==> config.mk <==
export PLATFORM = sky130hd
export DESIGN_NAME = rom_sweep_reader
export DESIGN_NICKNAME = d
export VERILOG_FILES = /design/src/rtl/rom_sweep_reader.sv
export SDC_FILE = /design/constraint.sdc
export NUM_CORES = 1
export LEC_CHECK = 0
export BUFFER_PORTS_ARGS = -buffer_cell sky130_fd_sc_hd__buf_2
export CAP_MARGIN = 20
export CORE_UTILIZATION = 50
export CTS_BUF_LIST = sky130_fd_sc_hd__clkbuf_2 sky130_fd_sc_hd__clkbuf_4 sky130_fd_sc_hd__clkbuf_8
export CTS_CLUSTER_DIAMETER = 120
export DETAILED_ROUTE_END_ITERATION = 12
export PLACE_DENSITY_LB_ADDON = 0.25
export SKIP_CTS_REPAIR_TIMING = 1
export SLEW_MARGIN = 20
export SYNTH_ARGS = -nofsm -noshare
export SYNTH_HDL_FRONTEND = slang
export SYNTH_SLANG_ARGS = --single-unit
export TNS_END_PERCENT = 30
==> constraint.sdc <==
create_clock -name clk -period 5.11 [get_ports clk]
set_input_delay 0.2555 -clock clk [delete_from_list [all_inputs] [get_ports clk]]
set_output_delay 0.2555 -clock clk [all_outputs]
set_load 0.05 [all_outputs]
==> src/rtl/rom_sweep_reader.sv <==
// rom_sweep_reader: V1-V4 bipolar PROM reader with auto sweep and manual stepping.
// Optional double read with mismatch flag: ROM_READER_DOUBLE_READ_EN.
module rom_sweep_reader #(
  parameter int DATA_WIDTH = 8,
  parameter int ADDRESS_WIDTH = 9,
  parameter int SETTLE_CYCLES = 4,
  parameter logic [3:0] OP_IDLE = 4'b0000,
  parameter logic [3:0] OP_READ = 4'b1100
) (
  input  logic clk,
  input  logic reset_n,
  input  logic start,
  input  logic mode_manual,
  input  logic increment_address,
  input  logic decrement_address,
  input  logic [DATA_WIDTH-1:0] data_line_in,
  output logic [3:0] operation,
  output logic [ADDRESS_WIDTH-1:0] address_line,
  output logic [DATA_WIDTH-1:0] out_data,
  output logic [ADDRESS_WIDTH-1:0] out_address,
  output logic out_valid,
  input  logic out_ready,
  output logic out_mismatch,
  output logic busy,
  output logic done
);

  typedef enum logic [2:0] {
    S_IDLE,
    S_SETTLE,
    S_SAMPLE,
    S_HOLD,
    S_NEXT,
    S_SETTLE2,
    S_SAMPLE2
  } state_t;

  localparam logic [ADDRESS_WIDTH-1:0] ADDR_MAX = '1;
  localparam logic [ADDRESS_WIDTH-1:0] ADDR_ONE = ADDRESS_WIDTH'(1);
  localparam logic [7:0] CNT_LAST = 8'(SETTLE_CYCLES - 1);

  state_t state, state_nx;
  logic [ADDRESS_WIDTH-1:0] addr, addr_nx;
  logic [7:0] cnt;
  logic inc_q, dec_q;
  logic inc_edge, dec_edge;
  logic armed, manual;

  assign inc_edge = increment_address & ~inc_q;
  assign dec_edge = decrement_address & ~dec_q;

  assign operation = (state == S_IDLE) ? OP_IDLE : OP_READ;
  assign address_line = addr;
  assign busy = (state != S_IDLE);
  assign out_valid = (state == S_HOLD);

  always_comb begin
    state_nx = state;
    addr_nx = addr;
    done = 1'b0;
    unique case (state)
      S_IDLE: begin
        if (!mode_manual) begin
          if (start && armed) begin
            addr_nx = '0;
            state_nx = S_SETTLE;
          end
        end else if (inc_edge ^ dec_edge) begin
          addr_nx = inc_edge ? addr + ADDR_ONE : addr - ADDR_ONE;
          state_nx = S_SETTLE;
        end
      end
      S_SETTLE: begin
        if (cnt == CNT_LAST) state_nx = S_SAMPLE;
      end
      S_SAMPLE: begin
`ifdef ROM_READER_DOUBLE_READ_EN
        state_nx = S_SETTLE2;
`else
        state_nx = S_HOLD;
`endif
      end
      S_SETTLE2: begin
        if (cnt == CNT_LAST) state_nx = S_SAMPLE2;
      end
      S_SAMPLE2: state_nx = S_HOLD;
      S_HOLD: begin
        if (out_ready) state_nx = manual ? S_IDLE : S_NEXT;
      end
      S_NEXT: begin
        if (addr == ADDR_MAX) begin
          done = 1'b1;
          addr_nx = '0;
          state_nx = S_IDLE;
        end else begin
          addr_nx = addr + ADDR_ONE;
          state_nx = S_SETTLE;
        end
      end
      default: state_nx = S_IDLE;
    endcase
  end

  // Edge history tracks the inputs even in reset, so a level held
  // across reset release is not mistaken for a fresh step.
  always_ff @(posedge clk) begin
    inc_q <= increment_address;
    dec_q <= decrement_address;
    if (reset_n) begin
      state <= S_IDLE;
      addr <= '0;
      cnt <= '0;
      armed <= 1'b1;
      manual <= 1'b0;
      out_data <= '0;
      out_address <= '0;
    end else begin
      state <= state_nx;
      addr <= addr_nx;
      if (state_nx != state) cnt <= '0;
      else cnt <= cnt + 8'd1;
      if (state == S_IDLE) begin
        manual <= mode_manual;
        if (!start) armed <= 1'b1;
        else if (!mode_manual) armed <= 1'b0;
      end
      if (state == S_SAMPLE) begin
        out_data <= data_line_in;
        out_address <= addr;
      end
    end
  end

`ifdef ROM_READER_DOUBLE_READ_EN
  always_ff @(posedge clk) begin
    if (reset_n) out_mismatch <= 1'b0;
    else if (state == S_SAMPLE2) out_mismatch <= (data_line_in != out_data);
  end
`else
  assign out_mismatch = 1'b0;
`endif

endmodule
Yosys cells after proc, flatten, opt, wreduce, memory -nomap -nowiden
Index checks and enable logic that the tools add are counted.
{"block": "totals", "elab_cells": 57, "inputBits": 15, "ff_bits": 41}
{"block": "classes", "mux": 20, "add_sub_neg": 3, "n_bitwise": 5, "n_eq_ne": 12, "reduce_logical": 8}
{"op": "$mux W9", "n": 5}
{"op": "$mux W3", "n": 7}
{"op": "$pmux W3 S6", "n": 1}
{"op": "$pmux W9 S2", "n": 1}
{"op": "$add A9 B1 Y9 const B", "n": 1}
{"op": "$eq A3 B3 Y1 const B", "n": 3}
{"op": "$eq A9 B9 Y1 const B", "n": 1}
{"op": "$sub A9 B1 Y9 const B", "n": 1}
{"op": "$add A8 B1 Y8 const B", "n": 1}
{"op": "$eq A8 B2 Y1 const B", "n": 1}
{"op": "$eq A3 B2 Y1 const B", "n": 2}
{"op": "$ne A3 B3 Y1 const B", "n": 2}
{"op": "$mux W1", "n": 5}
{"op": "$mux W4", "n": 1}
{"op": "$reduce_or A2 Y1", "n": 2}
{"op": "$eq A3 B1 Y1 const B", "n": 1}
{"op": "$logic_not A3 Y1", "n": 1}
{"op": "$ne A3 B3 Y1", "n": 1}
{"op": "$reduce_and A3 Y1", "n": 1}
{"op": "$reduce_bool A3 Y1", "n": 1}
{"op": "$and A1 B1 Y1", "n": 2}
{"op": "$ne A2 B2 Y1 const B", "n": 1}
{"op": "$not A1 Y1", "n": 2}
{"op": "$reduce_and A2 Y1", "n": 1}
{"op": "other kinds (3)", "n": 3}

Logic depth before layout (Yosys ltp)
Gate-level depths: netlist of the first run.
{"block": "depth", "word_depth": 8, "mapped_depth": 10}

Worst setup path after synthesis of the first run
No wires, ideal clock.
{"block": "synth_timing", "path_kind": "register to register", "start": "register addr[0] (netlist: address_line[0])", "end": "register addr[2] (netlist: address_line[2])", "stages_incl_launch_ff": 11, "arrival_time_ns": 2.779, "path_buffers": 0, "setup_ns": 0.070, "slack_ns": 2.261, "path_cell_list": "dfxtp_1 > ha_1 > and3_1 > and3_1 > and3_1 > ha_1 > nor4b_2 > a31oi_4 > o22a_1 > or3_1 > a21oi_1"}
{"block": "synth_via", "elab_chain_len": 5, "elab_cells_between_ends": 8, "classes_between": "add/sub: 2; eq/ne: 1; mux: 5"}
{"item": "from (decl)", "line": "43", "rtl": "logic [ADDRESS_WIDTH-1:0] addr, addr_nx;"}
{"item": "from (signal assigned)", "line": "119", "rtl": "addr <= addr_nx;"}
{"item": "$sub A9 B1 Y9 / $add A9 B1 Y9 (equally long branches)", "line": "69, 96"}
{"item": "$mux W9", "line": "69", "rtl": "addr_nx = inc_edge ? addr + ADDR_ONE : addr - ADDR_ONE;"}
{"item": "$mux W9", "line": "68", "rtl": "end else if (inc_edge ^ dec_edge) begin"}
{"item": "$mux W9", "line": "63", "rtl": "if (!mode_manual) begin"}
{"item": "$pmux W9 S2 *", "line": "61", "rtl": "unique case (state)"}
Mark *: on every way between the ends. The rest lies on a longest branch, timed or not. The select of a mux whose other input is x is not followed.
A chain may end at the register's enable or synchronous reset.

Worst setup path after layout of the first run
Same ends and word-level chain as after synthesis.

==> impl_metrics.csv, run 1 <==
group,metric,value,unit
critical_path,critPathArrivalTime,3.09,ns
hold_path,min_path_type,"in2reg",
hold_path,worstHoldPathCells,1,
yosys,synth.lib_cells_used.distinct,53,
yosys,synth_top_area_share,39.19,%
critical_path,critical_path_required,5.33,ns
yosys,synth-seq-area-share,39.19,%
floorplan,die_y,66.72,um
drt,overall_routed_net_length,4.554,mm
yosys,synth_edf_count,0,
global_routing,grt_first_pass_wirelength,7.555,mm
drt,routedWlPerCell,13.20,um
yosys,syn-instance-count,261,
finish,area_growth,16.07,%
yosys,synth.most_common_cell,"sky130_fd_sc_hd__nand2_1",
critical_path,path_buf_inv,0,
sta,slew_headroom,56.28,%
floorplan,io_pins,49,
hold_path,holdPathEnd,"dec_q$_DFF_P_",
sta,maxSlewViolCount,0,
yosys,dominantRegCellSynth,"sky130_fd_sc_hd__dfxtp_1",
sta,timing.final.crit_period,2.862,ns
critical_path,crit_path_start_kind,"flip-flop",
clock_tree,clkSlewWorstSetupHoldPaths,0.08,ns
critical_path,reg2reg_depth,10,
clock_tree,cts-buffers-inserted,5,
sta,grt_setup_unrepaired,"no",
yosys,synthesis.area,2095,um2
sta,finalSetupViolations,0,
yosys,ys_seq_elements,41,
run_status,outcome,"finished, final reports clean",
clock_tree,tritoncts,"done",
placed_design,dp_hpwl,3.100,mm
global_routing,global_route.overflow_total,0,
floorplan,initial_core_util,52.36,%
placed_design,worst_slack_placed,2.299,ns
critical_path,criticalPathCategory,"reg2reg",
flow_run,cap_violations,0,
drt,via_density,5.614,
drt,detail_route.first_pass.iterations,4,
hold_path,timing.hold.worst.start,"decrement_address",
critical_path,critical-path-top-delay-family,"simple AND/OR/NAND/NOR gates",
critical_path,crit_path_cell_trace,"ha_1 -> and3_1 -> and3_1 -> and3_1 -> ha_1 -> nor4b_2 -> a31oi_4 -> o22a_1 -> or3_1 -> a21oi_1",
clock_tree,worst_skew_pair.late_latency,0.30,ns
critical_path,critPathMaxFanout,10,
yosys,synth_warnings,0,
finish,finish.cell_count_without_fillers,345,
global_routing,first_global_vias,1655,
drt,drt-initial-drc-count,100,
critical_path,worst_r2r_endpoint,"address_line[2]$_SDFFE_PP0P_",
power_and_ir_drop,power_density,336.0,nW/um2
clock_tree,cts-root-to-sink-buffers,2,
critical_path,worst_r2r_startpoint,"address_line[0]$_SDFFE_PP0P_",
drt,route.antenna.remaining_nets,0,
finish,layout-drive-gt1-share,20.68,%
critical_path,critical_path.most_common_cell,"sky130_fd_sc_hd__and3_1",
placed_design,gp_congestion,0.8885,
floorplan,dieArea,4452,um2
floorplan,fp.coreArea,4000,um2
clock_tree,h-tree-depth,2,
sta,worst_tran_pin_value,0.6557,ns
sta,hold_viol_final,0,
floorplan,die-width,66.72,um
sta,fmaxAchievable,349.4,MHz
clock_tree,tritoncts_num_sinks,41,
yosys,synth_area_per_cell,8.025,um2
sta,timing.final.crit_share,56.01,%
yosys,post_synth_main_area_contributors,"sky130_fd_sc_hd__dfxtp_1 39%, sky130_fd_sc_hd__nand2_1 8.1%, sky130_fd_sc_hd__a21oi_1 6.9%",
global_routing,grt_usage,22.13,%
critical_path,cp-end-kind,"flip-flop",
critical_path,max_stage_delay,0.55,ns
drt,drt_drc_violations_left,0,
sta,largest_clock_skew_in_the_final_design,0.004802,ns
power_and_ir_drop,vdd_ir_drop_max,0.1737,mV
drt,detailroute.via_count,1937,
critical_path,critical_path.slowest_cell,"sky130_fd_sc_hd__nor4b_2",
clock_tree,clk_root_buffer_cell,"sky130_fd_sc_hd__clkbuf_8",
global_routing,antenna_violations_before_repair,0,
global_routing,grt_max_degree,32,
yosys,synth_common_cells,"45 x sky130_fd_sc_hd__nand2_1, 41 x sky130_fd_sc_hd__dfxtp_1, 29 x sky130_fd_sc_hd__a21oi_1",
power_and_ir_drop,power.static_leakage,1.015,nW
placed_design,port_buffers,45,
sta,setup_slack,2.248,ns
finish,layout.nets,313,
yosys,synth_async_sr_flop_share,0,%
floorplan,rows,23,
critical_path,setup_slack_on_the_worst_flop_to_flop_path,2.25,ns
yosys,synth_largest_area_cell,"sky130_fd_sc_hd__dfxtp_1",
sta,final.setup.tns,0,ns
placed_design,dp.cells,337,
finish,antenna_cells_inserted,0,
-- kinds of logic (layout without fill, tap and decap cells) --
| group | Yosys count | in the layout | synth area share (%) |
|---|---|---|---|
| AO/OA/AOI/OAI | 65 | 65 | 20.13 |
| XOR/XNOR | 9 | 9 | 3.764 |
| buffers and inverters | 30 | 62 | 6.511 |
| flip-flops | 41 | 41 | 39.19 |
| multiplexers | 2 | 2 | 0.9558 |
| other | 1 | 3 | 0.1790 |
| adder cells (fa/ha/maj) | 4 | 4 | 2.390 |
| AND/OR/NAND/NOR | 109 | 109 | 26.88 |
-- cell type report --
class	instances	area [um2]
Multi-Input combinational cell	192	1151
Tap cell	50	62.56
Clock buffer	5	68.82
Sequential cell	41	820.8
Clock inverter	3	68.82
Inverter	9	33.78
Fill cell	365	1569
Timing Repair Buffer	45	225.2
-- placed cells by master (no fill, tap or decap), types with 2 or more instances in the layout --
cell type,instances
sky130_fd_sc_hd__conb_1,3
sky130_fd_sc_hd__nor2_1,6
sky130_fd_sc_hd__dfxtp_1,41
sky130_fd_sc_hd__clkbuf_8,5
sky130_fd_sc_hd__o211ai_1,3
sky130_fd_sc_hd__a21oi_1,29
sky130_fd_sc_hd__o21bai_1,2
sky130_fd_sc_hd__nor2b_1,3
sky130_fd_sc_hd__ha_1,4
sky130_fd_sc_hd__xor2_1,7
sky130_fd_sc_hd__a211o_1,2
sky130_fd_sc_hd__a31oi_1,4
sky130_fd_sc_hd__o22ai_1,2
sky130_fd_sc_hd__and3_1,8
sky130_fd_sc_hd__nor3_1,15
sky130_fd_sc_hd__or4_1,2
sky130_fd_sc_hd__nand3_1,9
sky130_fd_sc_hd__bufinv_16,2
sky130_fd_sc_hd__inv_1,9
sky130_fd_sc_hd__buf_2,45
sky130_fd_sc_hd__nor4_1,3
sky130_fd_sc_hd__or3_1,3
sky130_fd_sc_hd__o21ai_1,4
sky130_fd_sc_hd__o21ai_0,5
sky130_fd_sc_hd__nor3b_1,4
sky130_fd_sc_hd__xnor2_1,2
sky130_fd_sc_hd__mux2i_1,2
sky130_fd_sc_hd__nand2_1,45
sky130_fd_sc_hd__nand2b_1,2
-- per-stage QoR --
| stage | hold slack [ns] | power, mW | util, % | cell area, um2 |
|---|---|---|---|---|
| 3_3_place_gp | 0.3695 | 0.5071 | 57.18 | 2287 |
| 2_1_floorplan | 0.2832 | 0.4815 | - | 2102 |
| 4_1_cts | 0.05794 | 0.8237 | 60.62 | 2425 |
| 3_5_place_dp | 0.3708 | 0.5088 | 57.18 | 2287 |
| 5_1_grt | 0.05680 | 0.8555 | 60.78 | 2431 |
| 6_report | 0.06309 | 0.8168 | 60.78 | 2431 |
-- metal layers --
metal | global-route usage [%] | part of all wire [%]
met5 | 0 | 0
met4 | 7.713 | 0.92
met3 | 5.308 | 5.7
met2 | 34.97 | 44
met1 | 29.06 | 50
-- power by group --
part / switching [mW] / internal (mW) / total (mW)
Sequential: 0.0222 / 0.332 / 0.354
Clock: 0.118 / 0.197 / 0.314
Combinational: 0.0987 / 0.0497 / 0.148
Total: 0.239 / 0.578 / 0.817
-- worst register-to-register path, cell delays in order, from the launching register on --
cell	delay [ns]
sky130_fd_sc_hd__dfxtp_1	0.39
sky130_fd_sc_hd__ha_1	0.25
sky130_fd_sc_hd__and3_1	0.20
sky130_fd_sc_hd__and3_1	0.21
sky130_fd_sc_hd__and3_1	0.19
sky130_fd_sc_hd__ha_1	0.23
sky130_fd_sc_hd__nor4b_2	0.55
sky130_fd_sc_hd__a31oi_4	0.13
sky130_fd_sc_hd__o22a_1	0.21
sky130_fd_sc_hd__or3_1	0.30
sky130_fd_sc_hd__a21oi_1	0.14
-- state kept, by name, summed over array words and instances, names as in the netlist --
signal        flops
address_line      9
out_address       9
cnt               8
out_data          8
state             3
armed             1
dec_q             1
inc_q             1
manual            1
-- worst max path at each step --
stage | start | to | cells after the start
final | address_line[0]$_SDFFE_PP0P_ | address_line[2]$_SDFFE_PP0P_ | 10
after global routing | address_line[0]$_SDFFE_PP0P_ | address_line[2]$_SDFFE_PP0P_ | 10
after CTS | address_line[0]$_SDFFE_PP0P_ | address_line[2]$_SDFFE_PP0P_ | 10
after detailed placement | address_line[1]$_SDFFE_PP0P_ | address_line[2]$_SDFFE_PP0P_ | 10
after global placement | address_line[0]$_SDFFE_PP0P_ | address_line[2]$_SDFFE_PP0P_ | 10
after floorplan | address_line[0]$_SDFFE_PP0P_ | address_line[2]$_SDFFE_PP0P_ | 10
Power figures use the tool's default switching activity.
==> inputs of run 2 (changes only) <==
--- a/config.mk
+++ b/config.mk
@@ -5,6 +5,7 @@
 export SDC_FILE = /design/constraint.sdc
 export NUM_CORES = 1
 export LEC_CHECK = 0
+export ABC_AREA = 1
 export BUFFER_PORTS_ARGS = -buffer_cell sky130_fd_sc_hd__buf_2
 export CAP_MARGIN = 20
 export CORE_UTILIZATION = 50
==> constraint.sdc (replaced) <==
create_clock -name clk -period 2.5 [get_ports clk]
set_input_delay 0.125 -clock clk [delete_from_list [all_inputs] [get_ports clk]]
set_output_delay 0.125 -clock clk [all_outputs]
set_load 0.05 [all_outputs]
==> run 2 against run 1 <==
Final cell count is 16% higher. Clock-buffer cell count grew 2. Critical path depth down 2. Synthesized area rose by 2.5%. Hold slack got worse by 0.0058 ns. Design area increased by 4.1%. Global-route usage is 1.1 points higher. Combinational power rose to 2.9 times the previous value. Clock power grew 81%. Utilization rose by 1.6 points. Power up 110%. Sequential share of layout area fell by 1.3 points.
==> impl_metrics.csv, run 2 <==
group,metric,value,unit
finish,layout-drive-gt1-share,26.00,%
critical_path,cp-end-kind,"output port",
yosys,post_synth_main_area_contributors,"sky130_fd_sc_hd__dfxtp_1 38%, sky130_fd_sc_hd__nand2_1 9.6%, sky130_fd_sc_hd__nand3_1 7.7%",
finish,layout.nets,368,
yosys,synth-seq-area-share,38.23,%
clock_tree,cts-root-to-sink-buffers,2,
global_routing,globalRoute.busiestLayer,"met2",
floorplan,initial_core_util,52.91,%
clock_tree,tritoncts,"done",
global_routing,antenna_violations_before_repair,0,
drt,via_density,5.150,
yosys,ys_seq_elements,41,
sta,finalSetupViolations,0,
clock_tree,clkSlewWorstSetupHoldPaths,0.08,ns
drt,drt_drc_violations_left,0,
sta,maxSlewViolCount,0,
placed_design,port_buffers,45,
power_and_ir_drop,power_density,678.2,nW/um2
finish,layout.cells.most_common_list,"55 x sky130_fd_sc_hd__nand2_1, 44 x sky130_fd_sc_hd__buf_2, 40 x sky130_fd_sc_hd__dfxtp_1, 33 x sky130_fd_sc_hd__nand3_1, 31 x sky130_fd_sc_hd__nor2_1",
clock_tree,clk_root_buffer_cell,"sky130_fd_sc_hd__clkbuf_8",
global_routing,global_route.overflow_total,0,
sta,timing.hold.ws,0.05733,ns
critical_path,reg2reg_depth,13,
placed_design,gp_congestion,0.9164,
global_routing,grt_usage,23.21,%
power_and_ir_drop,power.static_leakage,1.143,nW
sta,fmaxAchievable,444.0,MHz
finish,area_growth,17.89,%
critical_path,setup_slack_on_the_worst_flop_to_flop_path,0.36,ns
sta,hold_viol_final,0,
yosys,syn-instance-count,304,
floorplan,io_pins,49,
finish,final_common_cell,"sky130_fd_sc_hd__nand2_1",
clock_tree,cts-buffers-inserted,5,
sta,timing.final.crit_share,90.10,%
yosys,synth_async_sr_flop_share,0,%
sta,largest_clock_skew_in_the_final_design,0.007792,ns
yosys,synth.most_common_cell,"sky130_fd_sc_hd__nand2_1",
floorplan,rows,23,
flow_run,cap_violations,0,
drt,routedWlPerCell,12.07,um
critical_path,criticalPathCategory,"reg2out",
hold_path,worstHoldPathCells,2,
global_routing,met3_usage,4.392,%
sta,setup_slack,0.2476,ns
sta,grt_setup_unrepaired,"no",
floorplan,dieArea,4560,um2
drt,detail_route.first_pass.iterations,4,
critical_path,critical_path_required,2.38,ns
global_routing,grt_max_degree,24,
critical_path,crit_path_start_kind,"flip-flop",
sta,timing.final.crit_period,2.252,ns
power_and_ir_drop,finalPower,1.717,mW
global_routing,groute.layer.met2.usage,37.87,%
floorplan,die_y,67.53,um
critical_path,critPathArrivalTime,2.13,ns
yosys,synth_largest_area_cell,"sky130_fd_sc_hd__dfxtp_1",
finish,final.fill_count,372,
yosys,synth_area_per_cell,7.063,um2
global_routing,groute.layer.met1.usage,29.23,%
clock_tree,tritoncts_num_sinks,41,
finish,antenna_cells_inserted,0,
drt,overall_routed_net_length,4.828,mm
clock_tree,worst_skew_pair.late_latency,0.30,ns
global_routing,first_global_vias,1821,
drt,detailroute.via_count,2060,
drt,drt-initial-drc-count,103,
yosys,synth_top_area_share,38.23,%
drt,route.antenna.remaining_nets,0,
yosys,synthesis.area,2147,um2
hold_path,min_path_type,"in2reg",
yosys,synth_edf_count,0,
run_status,outcome,"finished, final reports clean",
sta,final.setup.tns,0,ns
yosys,synth_common_cells,"55 x sky130_fd_sc_hd__nand2_1, 41 x sky130_fd_sc_hd__dfxtp_1, 33 x sky130_fd_sc_hd__nand3_1",
placed_design,dp_hpwl,3.453,mm
critical_path,critPathMaxFanout,6,
floorplan,fp.coreArea,4058,um2
yosys,synth.lib_cells_used.distinct,35,
power_and_ir_drop,vdd_ir_drop_max,0.4258,mV
placed_design,worst_slack_placed,0.3119,ns
global_routing,grt_first_pass_wirelength,7.941,mm
yosys,synth_warnings,0,
yosys,dominantRegCellSynth,"sky130_fd_sc_hd__dfxtp_1",
floorplan,die-width,67.53,um
clock_tree,h-tree-depth,2,
## run 2: cell count changes after synthesis, moves of 5 or more
cell,delta
sky130_fd_sc_hd__clkbuf_1,-8
sky130_fd_sc_hd__nor2_1,+25
sky130_fd_sc_hd__nand4_1,+6
sky130_fd_sc_hd__inv_1,+16
sky130_fd_sc_hd__nand3_1,+24
sky130_fd_sc_hd__nand2_2,+5
sky130_fd_sc_hd__nand2_1,+10
sky130_fd_sc_hd__o21ai_0,+8
sky130_fd_sc_hd__and3_1,-8
sky130_fd_sc_hd__nor2_2,+13
sky130_fd_sc_hd__inv_2,+7
sky130_fd_sc_hd__nor3_1,-13
## run 2: per-stage QoR
step                      util [%]  cells  area, um2
after global routing         62.38    400       2531
after CTS                    61.73    398       2505
after global placement       58.77    390       2385
after floorplan                  -    306       2155
after detailed placement     58.77    390       2385
final                        62.38    400       2531
## run 2: kinds of logic (layout without fill, tap and decap cells)
logic type,Yosys count,count (layout),share of synthesized area (%)
simple gates,154,154,33.86
compound gates,47,47,11.71
buf+inv,46,90,9.207
flops,41,41,38.23
xor+xnor,11,11,4.487
fa+ha+maj,4,4,2.331
other cells,1,3,0.1747
## run 2: cell type report
cell class | count | area, um2 | share of cell area (%)
clock buffer | 7 | 90.09 | 3.559
clock inverter | 1 | 30.03 | 1.186
inverter | 33 | 125.1 | 4.943
multi-input combinational | 219 | 1139 | 44.98
sequential | 41 | 822.0 | 32.48
tap | 50 | 62.56 | 2.472
timing repair buffer | 49 | 262.8 | 10.38
## run 2: final timing paths
kind / end / startpoint
setup / recovery: done / address_line[1]$_SDFFE_PP0P_
hold / removal: armed$_SDFFE_PP1P_ / start
setup reg to reg: cnt[5]$_SDFF_PP0_ / address_line[1]$_SDFFE_PP0P_
hold reg to reg: cnt[0]$_SDFF_PP0_ / cnt[0]$_SDFF_PP0_
## run 2: power breakdown
group / total, mW / leakage [nW] / internal, mW / switching (mW)
Combinational: 0.423 / 0.747 / 0.126 / 0.297
Clock: 0.568 / 0.0619 / 0.336 / 0.232
Sequential: 0.726 / 0.334 / 0.686 / 0.0400
Total: 1.72 / 1.14 / 1.15 / 0.569
## run 2: layer usage
| layer | wire [um] | vias to the layer above |
|---|---|---|
| met5 | 0 | - |
| met4 | 65 | 0 |
| met3 | 224 | 7 |
| met2 | 2334 | 44 |
| met1 | 2204 | 934 |
| li1 | - | 1075 |
## run 2: critical path, stage by stage, from the launching register on
cell	delay, ns
sky130_fd_sc_hd__dfxtp_2	0.39
sky130_fd_sc_hd__ha_2	0.22
sky130_fd_sc_hd__nand4_1	0.16
sky130_fd_sc_hd__or2_2	0.33
sky130_fd_sc_hd__nor2_1	0.12
sky130_fd_sc_hd__ha_1	0.21
sky130_fd_sc_hd__inv_1	0.05
sky130_fd_sc_hd__nor2_1	0.10
sky130_fd_sc_hd__clkbuf_4	0.24
==> inputs of run 3 (changes only) <==
--- a/config.mk
+++ b/config.mk
@@ -5,7 +5,6 @@
 export SDC_FILE = /design/constraint.sdc
 export NUM_CORES = 1
 export LEC_CHECK = 0
-export ABC_AREA = 1
 export BUFFER_PORTS_ARGS = -buffer_cell sky130_fd_sc_hd__buf_2
 export CAP_MARGIN = 20
 export CORE_UTILIZATION = 50
==> run 3 against run 2 <==
Clock power increased by 14%. Sequential share of layout area decreased by 0.63 points. Die area decreased by 2.4%. Maximum frequency decreased by 6.3%. Sequential cell count unchanged. First-iteration DRC count increased by 28%. Final cell count decreased by 9.5%. Non-clock buffer count increased by 13. Via count decreased by 2.1%. Setup slack got worse by 0.15 ns. Design area increased by 3.1%. Utilization increased by 2.8 points. Critical path type is now reg2reg. Critical endpoint is now address_line[2]$_SDFFE_PP0P_.
==> impl_metrics.csv, run 3 (synthesis results as in run 1) <==
group,metric,value,unit
run_status,outcome,"finished, final reports clean",
critical_path,crit_path_start_kind,"flip-flop",
sta,maxSlewViolCount,0,
sta,largest_clock_skew_in_the_final_design,0.009108,ns
clock_tree,h-tree-depth,2,
power_and_ir_drop,power.static_leakage,1.094,nW
power_and_ir_drop,finalPower,1.710,mW
global_routing,antenna_violations_before_repair,0,
clock_tree,tritoncts,"done",
finish,layout.cells.most_common_list,"45 x sky130_fd_sc_hd__nand2_1, 45 x sky130_fd_sc_hd__buf_2, 37 x sky130_fd_sc_hd__dfxtp_1, 29 x sky130_fd_sc_hd__a21oi_1",
flow_run,cap_violations,0,
sta,timing.hold.ws,0.05866,ns
floorplan,initial_core_util,52.36,%
power_and_ir_drop,vdd_ir_drop_max,0.3679,mV
global_routing,grt_max_degree,32,
finish,layout.nets,330,
floorplan,die-width,66.72,um
critical_path,critPathMaxFanout,6,
drt,drt_drc_violations_left,0,
placed_design,dpl_cell_area,2384,um2
floorplan,fp.coreArea,4000,um2
drt,via_density,5.572,
drt,detail_route.first_pass.iterations,4,
critical_path,worst_r2r_startpoint,"address_line[0]$_SDFFE_PP0P_",
finish,antenna_cells_inserted,0,
sta,timing.final.crit_share,96.20,%
clock_tree,clkSlewWorstSetupHoldPaths,0.09,ns
placed_design,dp_hpwl,3.213,mm
critical_path,critPathArrivalTime,2.62,ns
drt,routedWlPerCell,13.62,um
critical_path,criticalPathCategory,"reg2reg",
placed_design,port_buffers,45,
critical_path,critical_path_required,2.72,ns
drt,route.antenna.remaining_nets,0,
hold_path,worstHoldPathCells,3,
clock_tree,worst_skew_pair.late_latency,0.30,ns
clock_tree,clk_root_buffer_cell,"sky130_fd_sc_hd__clkbuf_8",
floorplan,rows,23,
global_routing,global_route.overflow_total,0,
critical_path,cp-end-kind,"flip-flop",
hold_path,timing.hold.worst.start,"data_line_in[3]",
drt,drt-initial-drc-count,132,
finish,area_growth,24.55,%
sta,fmaxAchievable,415.8,MHz
critical_path,worst_r2r_endpoint,"address_line[2]$_SDFFE_PP0P_",
finish,finish.instance_area,2609,um2
sta,timing.final.crit_period,2.405,ns
sta,final.setup.tns,0,ns
critical_path,reg2reg_depth,10,
global_routing,grt_first_pass_wirelength,7.893,mm
critical_path,setup_slack_on_the_worst_flop_to_flop_path,0.1,ns
clock_tree,cts-root-to-sink-buffers,2,
global_routing,first_global_vias,1720,
power_and_ir_drop,power_density,655.6,nW/um2
drt,detailroute.via_count,2017,
global_routing,grt_usage,23.23,%
floorplan,dieArea,4452,um2
placed_design,gp_congestion,0.8167,
critical_path,worstSetupStartpoint,"address_line[0]$_SDFFE_PP0P_",
floorplan,die_y,66.72,um
critical_path,cp-endpoint,"address_line[2]$_SDFFE_PP0P_",
sta,finalSetupViolations,0,
drt,overall_routed_net_length,4.929,mm
floorplan,io_pins,49,
finish,final.fill_count,347,
sta,hold_viol_final,0,
sta,worst_tran_pin_value,0.5626,ns
clock_tree,cts-buffers-inserted,5,
finish,layout-drive-gt1-share,27.24,%
hold_path,min_path_type,"in2reg",
clock_tree,tritoncts_num_sinks,41,
sta,slew_headroom,62.49,%
==> run 3: layer usage <==
layer	track usage, %	wire length (um)
met4	6.915	46
met5	0	0
met3	4.623	298
met2	37.25	2332
met1	31.14	2251
==> run 3: critical path, stage by stage, from the launching register on <==
cell	delay [ns]
sky130_fd_sc_hd__dfxtp_4	0.37
sky130_fd_sc_hd__ha_2	0.19
sky130_fd_sc_hd__and3_1	0.20
sky130_fd_sc_hd__and3_4	0.19
sky130_fd_sc_hd__and3_4	0.18
sky130_fd_sc_hd__ha_4	0.18
sky130_fd_sc_hd__nor4b_4	0.33
sky130_fd_sc_hd__a31oi_4	0.09
sky130_fd_sc_hd__o22a_1	0.17
sky130_fd_sc_hd__or3_1	0.30
sky130_fd_sc_hd__a21oi_1	0.13
==> run 3: metrics by stage <==
stage,util (%),setup WS (ns),std cells
2_1_floorplan,-,0.03284,263
3_3_place_gp,59.59,0.1098,347
3_5_place_dp,59.59,0.03800,347
4_1_cts,63.03,0.002922,355
5_1_grt,65.22,-0.02929,362
6_report,65.22,0.09501,362
==> run 3: power by group <==
part,switching (mW),leakage (nW),internal [mW]
Combinational,0.225,0.690,0.127
Sequential,0.0326,0.335,0.679
Clock,0.244,0.0687,0.402
==> run 3: cell type report <==
class	count	area, um2	area share, %
Sequential cell	41	830.8	31.85
Clock inverter	3	68.82	2.638
Tap cell	50	62.56	2.398
Inverter	9	33.78	1.295
Clock buffer	5	68.82	2.638
Multi-Input combinational cell	192	1186	45.47
Timing Repair Buffer	62	357.8	13.72
==> run 3: worst min path at each step <==
stage / slack [ns] / endpoint
after floorplan: 0.15 / dec_q$_DFF_P_
after global placement: 0.24 / dec_q$_DFF_P_
after detailed placement: 0.24 / dec_q$_DFF_P_
after CTS: -0.07 / dec_q$_DFF_P_
after global routing: 0.05 / out_data[2]$_SDFFE_PP0N_
final: 0.06 / out_data[3]$_SDFFE_PP0N_
